`src/rtl/updown_counter_mod.sv`:
```
// Parametrised up/down counter with parallel load, programmable modulus,
// cascade ripple-carry and sticky wrap flag. Optional async clear: UPDOWN_COUNTER_ASYNC_CLEAR_EN.
module updown_counter_mod #(
  parameter int              WIDTH   = 8,
  parameter longint unsigned MODULUS = 0
) (
  input  logic             clk,
  input  logic             resetN,
  input  logic [1:0]       s,
  input  logic             enpN,
  input  logic             entN,
  input  logic [WIDTH-1:0] d,
  output logic [WIDTH-1:0] q,
  output logic             rcoN,
  output logic             wrapFlag
);

  typedef enum logic [1:0] {
    MODE_CLEAR = 2'b00,
    MODE_DOWN  = 2'b01,
    MODE_LOAD  = 2'b10,
    MODE_UP    = 2'b11
  } mode_e;

  // Terminal value: all-ones for a full binary modulus, MODULUS-1 otherwise.
  localparam logic [WIDTH-1:0] TERM = (MODULUS == 0) ? '1 : WIDTH'(MODULUS - 64'd1);

  mode_e mode;
  logic  en;
  logic  arst_n;

  assign mode = mode_e'(s);
  assign en   = !enpN && !entN;

`ifdef UPDOWN_COUNTER_ASYNC_CLEAR_EN
  assign arst_n = resetN && (mode != MODE_CLEAR);
`else
  assign arst_n = resetN;
`endif

  // NOTE: state registers use non-blocking assignments so every flop samples
  // pre-edge values; the async reset branch is the only path that ignores clk.
  always_ff @(posedge clk or negedge arst_n) begin
    if (!arst_n) begin
      q        <= '0;
      wrapFlag <= 1'b0;
    end else if (mode == MODE_LOAD) begin
      q        <= d;
      wrapFlag <= 1'b0;
    end else if (en) begin
      case (mode)
        MODE_CLEAR: begin
          q        <= '0;
          wrapFlag <= 1'b0;
        end
        MODE_UP: begin
          // >= so that an out-of-range loaded value also wraps to zero.
          if (q >= TERM) begin
            q        <= '0;
            wrapFlag <= 1'b1;
          end else begin
            q <= q + WIDTH'(1);
          end
        end
        MODE_DOWN: begin
          if (q == '0) begin
            q        <= TERM;
            wrapFlag <= 1'b1;
          end else begin
            q <= q - WIDTH'(1);
          end
        end
        default: ;
      endcase
    end
  end

  // Trickle carry: gated by entN only, never by enpN.
  assign rcoN = !(!entN && (((mode == MODE_UP)   && (q == TERM)) ||
                            ((mode == MODE_DOWN) && (q == '0))));

endmodule

```
`config.mk`:
```
export PLATFORM = sky130hd
export DESIGN_NAME = updown_counter_mod
export DESIGN_NICKNAME = d
export VERILOG_FILES = /design/src/rtl/updown_counter_mod.sv
export SDC_FILE = /design/constraint.sdc
export NUM_CORES = 1
export LEC_CHECK = 0
export CORE_ASPECT_RATIO = 0.8
export CORE_MARGIN = 2
export CORE_UTILIZATION = 48
export DETAILED_ROUTE_END_ITERATION = 8
export PLACE_DENSITY = 0.79
export SYNTH_ARGS = -nofsm -noshare
export SYNTH_HDL_FRONTEND = slang
export SYNTH_SLANG_ARGS = --single-unit
```
`constraint.sdc`:
```
create_clock -name clk -period 3 [get_ports clk]
set_clock_uncertainty 0.2 [all_clocks]
set_input_delay 0.45 -clock clk [delete_from_list [all_inputs] [get_ports clk]]
set_output_delay 0.45 -clock clk [all_outputs]
set_load 0.02 [all_outputs]
```
### After elaboration in Yosys (flattened, before gate mapping)

Index checks and enable logic that the tools add are counted.

| word-level totals | value |
|---|---|
| bits in registers | 9 |
| bits of input ports | 14 |

| operators by class | value |
|---|---|
| add/subtract/negate cells | 2 |
| order comparisons | 1 |
| equality and inequality tests | 6 |
| mux-type cells | 10 |
| reduce and logical (&&, ||, !) cells | 14 |

Operators by type and width:

| cell | number |
|---|---|
| 8-bit 2-to-1 mux | 4 |
| 8-bit case mux with 3 select lines | 1 |
| 8-bit by 1-bit adder with 8-bit output (second input constant) | 1 |
| 8-bit == test (second input constant) | 1 |
| 8-bit greater-or-equal comparator (second input constant) | 1 |
| 8-bit logical NOT | 1 |
| 8-bit by 1-bit subtractor with 8-bit output (second input constant) | 1 |
| 3-bit != test (second input constant) | 2 |
| 2-bit == test (second input constant) | 2 |
| 1-bit logical AND | 4 |
| 1-bit 2-to-1 mux | 4 |
| 4-bit AND reduction | 1 |
| 4-bit nonzero test | 1 |
| 1-bit logical NOT | 3 |
| 1-bit case mux with 3 select lines | 1 |
| 2-bit by 1-bit == test with 1-bit output (second input constant) | 1 |
| 2-bit logical NOT | 1 |
| 2-bit AND reduction | 1 |
| 2-bit nonzero test | 1 |
| 1-bit logical OR | 1 |

### Longest topological paths before layout

Gate-level depths: netlist of the first run.

| logic depth | value |
|---|---|
| depth after elaboration | 5 |
| gate-level depth with buffers | 6 |
| depth with buffers taken out | 6 |

### Least setup slack after synthesis of the first run

Ideal clock, no wire load.

| timing path | value |
|---|---|
| path kind | register to output |
| start point | reg q[0] |
| end point | out rcoN |
| data arrival time | 1.909 ns |
| required time | 2.350 ns |
| path slack | 0.441 ns |
| cell stages (with the launch flop) | 7 |
| path through | dfrtp_1 > inv_1 > ha_1 > or3b_2 > nor2_2 > nand2_1 > a211o_1 |

| on the way | value |
|---|---|
| cells in the longest elaborated chain, start to end | 5 |
| elaborated cells between the ends (all ways) | 7 |
| classes of those cells | 1 x eq/ne; 6 x reduce/logical |

Ends and longest elaborated chain:

| what | line | text |
|---|---|---|
| from (decl) | 13 | `output logic [WIDTH-1:0] q,` |
| from (signal assigned) | 62 | `q <= q + WIDTH'(1);` |
| from (signal assigned) | 70 | `q <= q - WIDTH'(1);` |
| 8-bit == test / 8-bit logical NOT (equally long branches) | 79, 80 |  |
| 1-bit logical AND, on equally long branches | 79, 80 |  |
| 1-bit logical OR (*) | 79 | `assign rcoN = !(!entN && (((mode == MODE_UP) && (q == TERM)) \|\|` |
| 1-bit logical AND (*) | 79 |  |
| 1-bit logical NOT (*) | 79 |  |
| to (decl) | 14 | `output logic rcoN,` |

Every way passes the cells marked *; elsewhere a longest branch is shown, timed or not.

### Worst setup path in the final report of the first run

Same ends and word-level chain as after synthesis.

==> results of run 1 <==
-- layout make-up --
| cell class | count | area share (%) |
|---|---|---|
| tap | 24 | 2.35 |
| clock buffer | 4 | 2.05 |
| timing repair buffer | 36 | 25.5 |
| multi-input combinational | 94 | 49.9 |
| sequential | 9 | 17.6 |
| inverter | 9 | 2.64 |
-- stage by stage --
step | hold WS (ns) | setup slack, ns | area, um2
after floorplan | -0.0456 | 0.441 | 932
after global placement | 0.296 | 0.212 | 1250
after detailed placement | 0.305 | 0.186 | 1250
after CTS | 0.307 | 0.105 | 1280
after global routing | 0.314 | 0.000884 | 1280
final | 0.295 | 0.0975 | 1280
-- critical path, delay by kind of cell, from the launching register on --
family / cells / cell delay (ns)
AND/OR/NAND/NOR: 3 / 0.74
buffers and inverters: 2 / 0.41
flip-flops: 1 / 0.38
AO/OA/AOI/OAI: 1 / 0.28
adder cells (fa/ha/maj): 1 / 0.17
-- where the power goes --
part	internal, uW	switching, uW	leakage, uW
Combinational	148	182	0.000381
Sequential	142	11.2	0.000112
Clock	51.6	51.0	0.0000150
-- registers in the layout, indices dropped and copies added, names as in the netlist --
register,count
wrapFlag,1
q,8
-- timing repair --
action	CTS	global route
endpoints found under the setup margin	1	0
resized for setup	1	0
endpoints found under the hold margin	0	0
setup buffers	0	0
-- kinds of logic after synthesis --
| family | count (synthesis) | share of synthesized area (%) |
|---|---|---|
| adders and majority gates | 3 | 4.03 |
| AOI/OAI and AO/OA | 37 | 29.8 |
| muxes | 1 | 1.07 |
| xor gates and xnor gates | 3 | 2.82 |
| DFF | 9 | 24.2 |
| and+or+nand+nor | 50 | 30.7 |
| buffers and inverters | 16 | 7.38 |
-- worst min path at each step --
stage / start / end / slack (ns)
4_1_cts: resetN / q[4] / 0.31
3_3_place_gp: wrapFlag / wrapFlag / 0.30
6_report: resetN / q[5] / 0.29
2_1_floorplan: resetN / q[0] / -0.05
3_5_place_dp: wrapFlag / wrapFlag / 0.30
5_1_grt: resetN / q[5] / 0.31
-- layer usage --
metal | share of wire [%] | wire, um
met1 | 44 | 1310
met2 | 44 | 1290
met3 | 9.1 | 267
met4 | 2.5 | 72
met5 | 0 | 0
-- placed cells by master, fill, tap and decap left out, types with 5 or more instances in the layout --
cell,Yosys,layout
nand2_1,9,9
nor2_1,8,8
clkdlybuf4s50_1,0,22
a21oi_1,5,5
dfrtp_1,9,9
a211oi_1,5,5
o21ai_0,6,6
nand3_1,8,8
buf_4,0,13
inv_1,9,9
==> flow_summary.json, run 1 <==
{
  "antenna_cells": 0,
  "cp-endpoint": "rcoN",
  "viasPerCell": 6.06,
  "fin_nets": 170,
  "synth_cell_type_count": 48,
  "antenna_found_initial": 0,
  "ys_seq_area_share_pct": 24.2,
  "power_leakage_uw": 0.000507,
  "dp_hpwl_um": 2190,
  "ir_drop_mv": 0.301,
  "clock_path_buffers": 2,
  "ctsHtreeMaxLevel": 1,
  "port_buffers": 23,
  "min_period_ns": 2.90,
  "cts.clk_slew.worst_paths_ns": 0.07,
  "multiInputGateArea_um2": 638,
  "synth_nets": 136,
  "insertion_delay_ns": 0.27,
  "power_density_nw_per_um2": 457,
  "r2r_start": "q[0]",
  "timing.fmax_mhz": 345,
  "final-hold-violation-count": 0,
  "ios": 24,
  "crit_type": "register to primary output",
  "grtUsageMet3_pct": 3.79,
  "drt-initial-drc-count": 42,
  "slew_violations": 0,
  "cts_hold_buf": 0,
  "antenna_left": 0,
  "layout-drive-gt1-share_pct": 17.8,
  "area_growth_pct": 37.3,
  "max_stage_delay_ns": 0.50,
  "critPathCaptureType": "primary output",
  "ys_ff_latch": 9,
  "cp_slowest_cell": "or3b_2",
  "power.total_uw": 585,
  "grt_setup_unrepaired": "no",
  "gp_congestion": 0.960,
  "drc": 0,
  "setup_violations": 0,
  "n_fill_cell": 155,
  "required_ns": 2.35,
  "grt_util_met1_pct": 44.2,
  "worstPathArrival_ns": 2.25,
  "synth_common_cells": "9 x dfrtp_1, 9 x inv_1, 9 x nand2_1",
  "grtUsageTotal_pct": 30.1,
  "num_vias": 1066,
  "outcome": "completed",
  "synth_top_area_share_pct": 24.2,
  "critPathLaunch": "q[0]",
  "busiest_layer": "met1",
  "worst_pin_slew_ns": 0.495,
  "grt_use_met2_pct": 42.5,
  "fin_util_pct": 68.9,
  "crit_path_cell_trace": "inv_1, ha_1, or3b_2, nor2_2, nand2_1, a211o_1, dlygate4sd2_1",
  "synth_top_flop_cell": "dfrtp_1",
  "numCtsBuffers": 3,
  "setup_tns_ns": 0,
  "critPathMaxFanout": 3,
  "reg2reg_depth": 6,
  "r2r_setup_slack_ns": 0.87,
  "syn_avg_cell_area_um2": 7.83,
  "synthArstFlopShare_pct": 100,
  "post_drt_wl_per_cell_um": 16.7,
  "coreArea_um2": 1860,
  "cts_sinks": 9,
  "cts-root-buf": "clkbuf_4",
  "rr_endpoint": "q[0]",
  "min-delay-path-class": "input pin to async pin",
  "final-seq-area_um2": 225,
  "synth_edf_count": 0,
  "syn_area_um2": 932,
  "grt_pass1_vias": 992,
  "gr-total-overflow": 0,
  "synth.area.top_cells": "dfrtp_1 24%, nand3_1 4.3%, a211oi_1 4.0%",
  "yosysWarnings": 0,
  "fin_cells": 176,
  "die_h_um": 43.4,
  "drt-pass1-iter-count": 5,
  "netlist_instances": 119,
  "dpl.cell_count": 172,
  "cp-start-kind": "register",
  "grt_max_degree": 13,
  "initial_core_util_pct": 50.2,
  "maxCapViolations": 0,
  "die_area_um2": 2310,
  "totalWireLength_um": 2940,
  "cts_tree": "yes",
  "std_cell_rows": 14,
  "die_x_um": 53.3,
  "grt_pass1_wl_um": 4930,
  "post-route-period-util_pct": 96.7,
  "slew_headroom_pct": 66.9,
  "synth_area_leader_cell": "dfrtp_1"
}
Power figures use the tool's default switching activity.
==> run 2, diff against run 1 <==
CORE_MARGIN = default   (was 2)
CORE_UTILIZATION = 40   (was 48)
PLACE_DENSITY = 0.68   (was 0.79)
==> run 2 against run 1 <==
Utilization fell by 10 points. Total power down 0.15%. Via count increased by 0.38%. Worst setup slack gained 0.081 ns. Sequential share of layout area increased by 0.052 points. Non-clock buffer count down 1. Routed wire length fell by 2.1%. Cell area fell by 0.29%. Clock-buffer cell count is the same. Combinational power is 2% lower. Critical path depth did not move. Largest power group unchanged.
==> flow_summary.json, run 2 (synthesized netlist as in run 1, its figures left out) <==
{
  "port_buffers": 23,
  "die_x_um": 56.0,
  "grt_max_degree": 16,
  "layout-drive-gt1-share_pct": 17.2,
  "mostFrequentLayoutCell": "clkdlybuf4s50_1",
  "grt_pass1_vias": 1017,
  "viasPerCell": 6.08,
  "numCtsBuffers": 3,
  "critPathCaptureType": "primary output",
  "setup_violations": 0,
  "totalWireLength_um": 2880,
  "dp_hpwl_um": 2210,
  "outcome": "completed",
  "grt_pass1_wl_um": 4900,
  "gp_congestion": 0.898,
  "min-delay-path-class": "input pin to async pin",
  "post_cts_resized": 1,
  "r2r_start": "q[0]",
  "min_period_ns": 2.82,
  "drt-pass1-iter-count": 4,
  "maxCapViolations": 0,
  "post-route-period-util_pct": 94.0,
  "coreArea_um2": 2180,
  "max_stage_delay_ns": 0.41,
  "cts.clk_slew.worst_paths_ns": 0.08,
  "post_drt_wl_per_cell_um": 16.3,
  "final_cell_mix": "22 x clkdlybuf4s50_1, 12 x buf_4, 9 x inv_1, 9 x nand2_1, 9 x dfrtp_1",
  "cts_tree": "yes",
  "slew_headroom_pct": 67.7,
  "setup_tns_ns": 0,
  "worst_pin_slew_ns": 0.484,
  "cp-start-kind": "register",
  "fin_nets": 169,
  "num_vias": 1070,
  "rr_endpoint": "q[0]",
  "power.total_uw": 584,
  "area_growth_pct": 36.9,
  "reg2reg_depth": 6,
  "antenna_left": 0,
  "grt_setup_unrepaired": "no",
  "r2r_setup_slack_ns": 1.00,
  "ios": 24,
  "post_cts_buffers": 0,
  "ctsHtreeMaxLevel": 1,
  "die_area_um2": 2530,
  "crit_path_cell_trace": "inv_1, ha_1, or3b_4, nor2_2, nand2_1, a211o_1, dlygate4sd2_1",
  "initial_core_util_pct": 42.8,
  "regMostFlops": "q",
  "cts_hold_buf": 0,
  "antenna_cells": 0,
  "drt-initial-drc-count": 34,
  "cp_slowest_cell": "or3b_4",
  "cts-root-buf": "clkbuf_4",
  "power_density_nw_per_um2": 458,
  "ir_drop_mv": 0.293,
  "insertion_delay_ns": 0.28,
  "slew_violations": 0,
  "antenna_found_initial": 0,
  "fin_util_pct": 58.6,
  "reg_top3": "q x8, wrapFlag x1",
  "crit_type": "register to primary output",
  "power_leakage_uw": 0.000504,
  "largest_reg_flops": 8,
  "grtUsageTotal_pct": 25.4,
  "std_cell_rows": 15,
  "critPathMaxFanout": 3,
  "die_h_um": 45.2,
  "gr-total-overflow": 0,
  "final-hold-violation-count": 0,
  "drc": 0,
  "required_ns": 2.35,
  "timing.fmax_mhz": 354,
  "cts_sinks": 9,
  "worstPathArrival_ns": 2.17,
  "clock_path_buffers": 2
}
run 2: cell types whose count changed in the layout (fill, tap and decap cells not counted), sizes merged:
cell,change
buf,-1
run 2: critical path, delay by kind of cell (launching register included):
kind	cells	cell delay (ns)
AO/OA/AOI/OAI	1	0.28
flip-flops	1	0.38
buffers and inverters	2	0.42
AND/OR/NAND/NOR	3	0.64
adder cells (fa/ha/maj)	1	0.18
run 2: worst max-delay path by stage:
| stage | slack (ns) | start | end | cells after the start |
|---|---|---|---|---|
| global route | 0.08 | q[0] | rcoN | 7 |
| finish | 0.18 | q[0] | rcoN | 7 |
| CTS | 0.07 | q[0] | rcoN | 7 |
| detailed placement | 0.16 | q[0] | rcoN | 7 |
| floorplan | 0.44 | q[0] | rcoN | 6 |
| global placement | 0.21 | q[0] | rcoN | 7 |
run 2: final cells by class:
cell class | count | area [um2]
Fill cell | 224 | 901
Multi-Input combinational cell | 94 | 641
Timing Repair Buffer | 35 | 319
Sequential cell | 9 | 225
Inverter | 9 | 33.8
Tap cell | 25 | 31.3
Clock buffer | 4 | 26.3
run 2: metrics by stage:
step,instance area [um2],cells,setup WS (ns),hold WS [ns]
after detailed placement,1250,172,0.161,0.306
after CTS,1270,176,0.0708,0.310
after floorplan,932,119,0.441,-0.0456
final,1280,176,0.179,0.293
after global routing,1280,176,0.0808,0.332
after global placement,1250,172,0.211,0.299
run 2: metal layers:
metal	GRT usage (%)	vias up	routed length, um
met5	0	-	0
met4	4.88	0	22
met3	7.16	4	199
met2	39.0	48	1280
met1	35.9	512	1380
li1	-	506	-
run 2: where the power goes:
part / leakage, uW / internal [uW] / total [uW] / switching, uW
registers: 0.000112 / 142 / 153 / 11.8
clock network: 0.0000150 / 51.6 / 106 / 54.3
logic: 0.000377 / 148 / 325 / 177
total: 0.000504 / 341 / 584 / 243
==> run 3, diff against run 2 <==
SLEW_MARGIN = 10   (was default)
==> results of run 3 <==
Final layout, timing and power as in run 2 (identical DEF).
